$ cat src/rtl/adder_slice_seq.sv
`default_nettype none
// ==========================================================================
// adder_slice_seq : 12-bit add, 4 cycles through one shared 3-bit slice
// Option macro ADDER_SLICE_SEQ_SUB_EN adds a-b | Rev 1.0
// ==========================================================================
module adder_slice_seq (
    input  logic        clk,
    input  logic        rst_n,
    input  logic        in_valid,
    output logic        in_ready,
    input  logic [11:0] a,
    input  logic [11:0] b,
    input  logic        cin,
    input  logic        sub,
    output logic        out_valid,
    input  logic        out_ready,
    output logic [11:0] sum,
    output logic        cout
);
    localparam logic [1:0] c_LAST_STEP = 2'd3;

    typedef enum logic [1:0] {
        IDLE = 2'd0,
        RUN  = 2'd1,
        DONE = 2'd2
    } state_t;

    state_t      r_state;
    state_t      w_next_state;
    logic [11:0] r_a;
    logic [11:0] r_b;
    logic [11:0] r_sum;
    logic        r_carry;
    logic        r_cout;
    logic [1:0]  r_k;

    logic [11:0] w_b_in;
    logic        w_carry_in;
    logic [2:0]  w_slice_a;
    logic [2:0]  w_slice_b;
    logic [3:0]  w_slice;

`ifdef ADDER_SLICE_SEQ_SUB_EN
    // Subtract as a + ~b + 1; carry-out of 1 then means no borrow.
    assign w_b_in     = sub ? ~b : b;
    assign w_carry_in = sub ? 1'b1 : cin;
`else
    logic w_unused_sub;
    assign w_unused_sub = sub;
    assign w_b_in       = b;
    assign w_carry_in   = cin;
`endif

    assign w_slice_a = r_a[3*r_k +: 3];
    assign w_slice_b = r_b[3*r_k +: 3];
    assign w_slice   = {1'b0, w_slice_a} + {1'b0, w_slice_b} + {3'b000, r_carry};

    always_ff @(posedge clk) begin
        if (!rst_n) begin
            r_state <= IDLE;
        end else begin
            r_state <= w_next_state;
        end
    end

    always_comb begin
        w_next_state = r_state;
        in_ready     = 1'b0;
        out_valid    = 1'b0;
        case (r_state)
            IDLE: begin
                in_ready = 1'b1;
                if (in_valid) begin
                    w_next_state = RUN;
                end
            end
            RUN: begin
                if (r_k == c_LAST_STEP) begin
                    w_next_state = DONE;
                end
            end
            DONE: begin
                out_valid = 1'b1;
                if (out_ready) begin
                    w_next_state = IDLE;
                end
            end
            default: w_next_state = IDLE;
        endcase
    end

    // Step counter wraps 3->0 exactly on the RUN->DONE transition.
    always_ff @(posedge clk) begin
        if (!rst_n) begin
            r_a     <= 12'h000;
            r_b     <= 12'h000;
            r_sum   <= 12'h000;
            r_carry <= 1'b0;
            r_cout  <= 1'b0;
            r_k     <= 2'd0;
        end else begin
            case (r_state)
                IDLE: begin
                    if (in_valid) begin
                        r_a     <= a;
                        r_b     <= w_b_in;
                        r_carry <= w_carry_in;
                        r_k     <= 2'd0;
                    end
                end
                RUN: begin
                    r_sum[3*r_k +: 3] <= w_slice[2:0];
                    r_carry           <= w_slice[3];
                    r_k               <= r_k + 2'd1;
                    if (r_k == c_LAST_STEP) begin
                        r_cout <= w_slice[3];
                    end
                end
                default: ;
            endcase
        end
    end

    assign sum  = r_sum;
    assign cout = r_cout;

endmodule
`default_nettype wire
$ cat config.mk
export PLATFORM = sky130hd
export DESIGN_NAME = adder_slice_seq
export DESIGN_NICKNAME = d
export VERILOG_FILES = /design/src/rtl/adder_slice_seq.sv
export SDC_FILE = /design/constraint.sdc
export NUM_CORES = 1
export LEC_CHECK = 0
export ABC_CLOCK_PERIOD_IN_PS = 7600
export BUFFER_PORTS_ARGS = -buffer_cell sky130_fd_sc_hd__buf_4
export CAP_MARGIN = 20
export CORE_MARGIN = 3
export CORE_UTILIZATION = 40
export CTS_CLUSTER_SIZE = 8
export DETAILED_ROUTE_END_ITERATION = 12
export PLACE_DENSITY_LB_ADDON = 0.05
export SKIP_CTS_REPAIR_TIMING = 1
export SLEW_MARGIN = 20
export SYNTH_ARGS = -nofsm -noshare
export SYNTH_HDL_FRONTEND = slang
export SYNTH_SLANG_ARGS = --single-unit
export TNS_END_PERCENT = 50
$ cat constraint.sdc
create_clock -name clk -period 7.6 [get_ports clk]
set_input_delay 2.28 -clock clk [delete_from_list [all_inputs] [get_ports clk]]
set_output_delay 2.28 -clock clk [all_outputs]
set_load 0.005 [all_outputs]
==> flow_summary_export.csv, run 1 <==
group,metric,value,unit
place,gp_congestion,0.7350,
grt,antenna_found_initial,0,
worst_setup_path,path_cells,"buf_4, or3b_1, o21ai_0, and2_1",
yosys,synth_top_area_share,0.4294,
yosys,ys_warn_count,0,
sta,setup_slack,4211,ps
cts,cts_root_buf,"clkbuf_8",
yosys,synthAdderAreaFrac,0.07157,
sta,maxSlewViolCount,0,
yosys,synth.most_common_cell,"nand2_1",
worst_setup_path,r2r_cells,6,
power,powerDensity,184.9,nW/um^2
run_status,outcome,"finished, final reports clean",
worst_setup_path,cp_max_fo,28,
sta,rsz0062_at_grt,"no",
cells_and_area,layout.nets,290,
detailed_routing,vias_per_cell,4.822,
cells_and_area,diodes,0,
yosys,yosysUniqueCellTypes,34,
cts,clock_sinks,42,
worst_hold_path,holdPathEnd,"r_a[7]",
sta,hold_viol_final,0,
worst_setup_path,critPathKind,"primary input to flip-flop",
cells_and_area,drive_gt1_frac,0.2410,
yosys,synth_cells,212,
yosys,synth-simple-area-share,0.2121,
worst_hold_path,min_from,"r_a[7]",
power,p_int,331.0,uW
power,p_leak,0.9666,nW
floorplan,pin_count,45,
floorplan,start_util,0.4318,
worst_hold_path,holdPathStages,2,
worst_setup_path,worstSetupStartpointType,"primary input",
power,p_sw,107.4,uW
yosys,ys.flop_type,"dfxtp_1",
yosys,synth_top_family_by_area,"simple AND/OR/NAND/NOR gates",
floorplan,die_h,75.97,um
detailed_routing,drtIter0Drc,67,
sta,post-route-period-util,0.4459,
yosys,synth_xor_area_frac,0.004473,
place,dp_hpwl,2728,um
sta,finalClockSkew,3.857,ps
grt,grt_usage,0.1452,
detailed_routing,drc,0,
floorplan,die_w,75.97,um
yosys,syn_nets,252,
floorplan,rows,24,
worst_setup_path,max_stage_delay,800,ps
grt,grt_overflow_total,0,
cts,clk_path_buf_depth,2,
power,comb_power_share,0.139,
worst_setup_path,arrival,3570,ps
yosys,ys_top_cells_by_count,"nand2_1, dfxtp_1, a21boi_0",
job,maxCapViolCount,0,
sta,worst_pin_slew,973.9,ps
yosys,synth_area_leaders,"dfxtp_1, nand2_1, mux4_2, a21boi_0, ha_1",
worst_setup_path,end_kind,"flip-flop",
detailed_routing,routed_wl,3907,um
detailed_routing,drt_first_pass_iters,4,
place,port_buffers,43,
cts,path_clk_slew,70,ps
yosys,syn_area,1958,um^2
place,pre_cts_slack,3899,ps
yosys,synth_seq_area_share,0.4294,
sta,max_clock_freq,295.1,MHz
worst_setup_path,r2r_slack,4870,ps
worst_hold_path,min_path_type,"flip-flop to flip-flop",
cells_and_area,syn2layout_area_growth,21.09,%
yosys,synth_async_sr_flop_share,0,
detailed_routing,vias,1514,
worst_setup_path,rr_endpoint,"sum[7]",
worst_setup_path,critical_path.slowest_cell,"or3b_1",
worst_setup_path,r2r-start,"r_k[0]",
power,pwr-share-seq,0.544,
grt,grt_max_degree,48,
grt,grt_pass1_wl,6906,um
cts,cts_tree,"yes",
sta,setup_viol,0,
yosys,synth_edf_count,0,
detailed_routing,wire_per_inst,12.44,um
floorplan,core-area,4534,um^2
detailed_routing,antenna_left,0,
cts,worstSkewPairLatency,280,ps
cells_and_area,layout.cells.non_filler,314,
power,swShare,0.2450,
yosys,synth.largest_area_cell,"dfxtp_1",
floorplan,die-area,5771,um^2
grt,grt_pass1_vias,1498,
sta,period_minus_slack,3389,ps
place,placed_cells,308,
sta,slew_headroom,0.3508,
worst_setup_path,critPathRequiredTime,7780,ps
power,peakVddDrop,91.35,uV
cts,cts_buffers,5,
yosys,synth_mux_area_frac,0.06901,
cts,htreeDepth,2,
cells_and_area,final_util,0.5229,
yosys,synth_compound_area_frac,0.1623,
power,clock_power_share,0.317,
cells_and_area,n_fill_cell,456,
yosys,syn-mean-instance-area,9.236,um^2
yosys,yosys_register_bits,42,
sta,tns,0,ps
==> worst max-delay path by stage <==
stage	from	end	slack [ps]	cells past startpoint
floorplan	in_valid	r_carry	4430	5
global route	in_valid	r_state[0]	4070	4
CTS	in_valid	r_state[0]	4210	4
detailed placement	in_valid	r_state[0]	3900	4
finish	in_valid	r_state[0]	4210	4
global placement	in_valid	r_state[0]	3900	4
==> critical path: cells and delay by family <==
family          cells  cell delay, ps
simple gates        2            1000
compound gates      1             180
buf+inv             1             110
==> layout make-up <==
| class | instances | area, um^2 | share of cell area |
|---|---|---|---|
| Clock buffer | 6 | 82.58 | 0.03483 |
| Multi-Input combinational cell | 152 | 1017 | 0.4290 |
| Tap cell | 65 | 81.33 | 0.03430 |
| Sequential cell | 42 | 840.8 | 0.3546 |
| Timing Repair Buffer | 44 | 330.3 | 0.1393 |
| Inverter | 5 | 18.77 | 0.007916 |
==> per-layer routing <==
metal	up-vias	routed length (um)	track usage
met4	0	46	0.05978
met3	4	186	0.03318
met1	678	2024	0.1981
met5	-	0	0
li1	801	-	-
met2	31	1650	0.2216
==> logic make-up after synthesis <==
group                    Yosys count
adder cells (fa/ha/maj)           10
buffers and inverters             18
flip-flops                        42
AND/OR/NAND/NOR                   90
AO/OA/AOI/OAI                     45
XOR/XNOR                           1
multiplexers                       6
==> registers in the layout (all words and copies together) (netlist names) <==
name     flops
cout         1
r_a         12
r_b         12
r_carry      1
r_k          2
r_state      2
sum         12
==> per-stage QoR <==
step / total power, mW / hold WS, ps / instance area, um^2
detailed placement: 0.3058 / 447.7 / 2288
global route: 0.4624 / 484.3 / 2371
CTS: 0.4448 / 458.4 / 2371
finish: 0.4384 / 454.5 / 2371
floorplan: 0.2852 / 431.9 / 1958
global placement: 0.3056 / 444.5 / 2288
==> layout by cell type (no fill, tap or decap), drive strengths merged <==
master and instances:
nand2 65, buf 44, dfxtp 42, a21boi 26, o22ai 12, ha 8, mux4 6, clkbuf 6
inv 5, and2 5, nand3 4, nor2 3, nand4 3, nor2b 2, a21oi 2, o21ai 2
fa 2, and2b 1, nor3b 1, or3b 1, nand2b 1, and4bb 1, nand3b 1, and3b 1
o21a 1, xnor2 1, a21o 1, or2b 1, o211ai 1
==> power by group through the flow <==
stage	Combinational, mW	Sequential, mW	Clock [mW]
3_5_place_dp	0.0621	0.244	0
4_1_cts	0.0622	0.239	0.144
5_1_grt	0.0709	0.240	0.151
6_report	0.0611	0.238	0.139
2_1_floorplan	0.0453	0.240	0
3_3_place_gp	0.0619	0.244	0
No activity file was read; power rests on OpenSTA's default activity.
==> run 2: changes to the inputs <==
- ABC_CLOCK_PERIOD_IN_PS: 7600 -> 3540
- clock period: 7.6 -> 3.54 ns (I/O delays scaled with it)
==> run 2 against run 1 <==
  * Final cell count increased by 1.3%
  * Clock skew rose by 4.2 ps
  * Cell area rose by 1.7%
  * Core utilization grew 0.91 points
  * Flip-flop and latch count did not move
  * Sequential share of layout area fell by 0.61 points
  * Sequential power is 110% higher
  * Wire length up 1.4%
  * Worst setup slack lost 3000 ps
  * Via count up 0.26%
  * Clock power rose to 2.7 times the previous value
==> flow_summary_export.csv, run 2 (synthesized netlist as in run 1, its figures left out) <==
group,metric,value,unit
cts,htreeDepth,2,
worst_setup_path,cpMostUsedCell,"fa_1",
worst_hold_path,min_path_type,"flip-flop to flip-flop",
worst_setup_path,critical-path-top-delay-family,"adder cells",
detailed_routing,antenna_left,0,
worst_setup_path,worstSetupStartpointType,"flip-flop",
place,dp_hpwl,2772,um
sta,hold_viol_final,0,
cts,worstSkewPairLatency,290,ps
power,peakVddDrop,247.1,uV
detailed_routing,drtIter0Drc,42,
floorplan,pin_count,45,
grt,grt_pass1_vias,1482,
power,powerDensity,420.9,nW/um^2
sta,slew_headroom,0.3424,
cells_and_area,diodes,0,
floorplan,start_util,0.4318,
grt,grt_max_degree,48,
worst_setup_path,end_kind,"flip-flop",
cts,path_clk_slew,80,ps
sta,post-route-period-util,0.6569,
place,gp_congestion,0.7051,
worst_setup_path,path_cells,"buf_4, mux4_2, fa_1, inv_1, fa_1, nand2b_1, o22ai_1",
sta,maxSlewViolCount,0,
power,p_leak,0.9921,nW
cells_and_area,final_cell_mix,"nand2_1, buf_4, dfxtp_1",
floorplan,rows,24,
cts,cts_root_buf,"clkbuf_8",
worst_setup_path,critical_path.slowest_cell,"fa_1",
floorplan,die-area,5771,um^2
sta,worst_pin_slew,986.3,ps
cells_and_area,final_common_cell,"nand2_1",
floorplan,die_h,75.97,um
cells_and_area,drive_gt1_frac,0.2530,
sta,tns,0,ps
run_status,outcome,"finished, final reports clean",
worst_setup_path,critPathKind,"flip-flop to flip-flop",
cells_and_area,syn2layout_area_growth,23.19,%
place,placed_cells,310,
grt,grt_usage,0.1448,
detailed_routing,drc,0,
detailed_routing,vias,1518,
worst_setup_path,crit_buf_inv,2,
sta,period_minus_slack,2325,ps
sta,setup_viol,0,
detailed_routing,vias_per_cell,4.774,
worst_setup_path,critPathRequiredTime,3760,ps
cts,cts_tree,"yes",
cells_and_area,layout.cells.non_filler,318,
sta,rsz0062_at_grt,"no",
cts,clock_sinks,42,
grt,grt_overflow_total,0,
detailed_routing,wire_per_inst,12.45,um
sta,max_clock_freq,430.0,MHz
place,port_buffers,43,
worst_setup_path,cp_max_fo,13,
worst_setup_path,max_stage_delay,420,ps
grt,grt_pass1_wl,6831,um
floorplan,core-area,4534,um^2
worst_setup_path,arrival,2540,ps
floorplan,die_w,75.97,um
detailed_routing,routed_wl,3960,um
grt,antenna_found_initial,0,
cts,clk_path_buf_depth,2,
cts,cts_buffers,5,
sta,finalClockSkew,8.022,ps
cells_and_area,layout.nets,292,
detailed_routing,drt_first_pass_iters,4,
job,maxCapViolCount,0,
==> run 2: changes by cell type in the layout (fill, tap and decap cells not counted) <==
cell / before / now
bufinv_16: 0 / 1
clkinv_2: 0 / 2
buf_4: 44 / 46
clkbuf_8: 6 / 5
==> run 2: power by group <==
part / internal, mW / switching, mW
Combinational: 0.0676 / 0.0714
Sequential: 0.494 / 0.0125
Clock: 0.208 / 0.162
Total: 0.769 / 0.246
==> run 2: worst register-to-register path, cell delays in order, from the launching register on <==
cell,delay (ps)
dfxtp_1,360
buf_4,230
mux4_2,350
fa_1,420
inv_1,80
fa_1,390
nand2b_1,230
o22ai_1,200
==> run 2: cell type report <==
type | count | area (um^2)
flip-flops and latches | 42 | 840.8
fillers | 451 | 2122
clock buffers | 5 | 68.82
repair buffers | 46 | 345.3
inverters | 5 | 18.77
clock inverters | 3 | 40.04
well taps | 65 | 81.33
multi-input cells | 152 | 1017
==> run 2: through the flow <==
stage | util | area, um^2 | setup slack, ps | hold slack (ps) | power, mW
after floorplan | - | 1958 | 1145 | 431.9 | 0.6123
after global placement | 0.5080 | 2303 | 1042 | 444.2 | 0.6575
after detailed placement | 0.5080 | 2303 | 1018 | 449.2 | 0.6595
after CTS | 0.5320 | 2412 | 1179 | 460.0 | 1.029
after global routing | 0.5320 | 2412 | 1051 | 480.0 | 1.065
final | 0.5320 | 2412 | 1215 | 457.1 | 1.015
==> run 2: worst paths after layout <==
kind / startpoint / to / slack (ps) / cells after the start
worst min-delay path: r_b[3] / r_b[3] / 460 / 2
worst min register to register: r_b[3] / r_b[3] / 460 / 2
worst max register to register: r_k[0] / sum[1] / 1210 / 7
worst max-delay path: r_k[0] / sum[1] / 1210 / 7
==> run 2: metal layers <==
layer,part of all wire,up-vias,track usage
li1,-,802,-
met1,0.50,682,0.1919
met2,0.44,30,0.2225
met3,0.052,4,0.05450
met4,0.0096,0,0.03804
met5,0,-,0
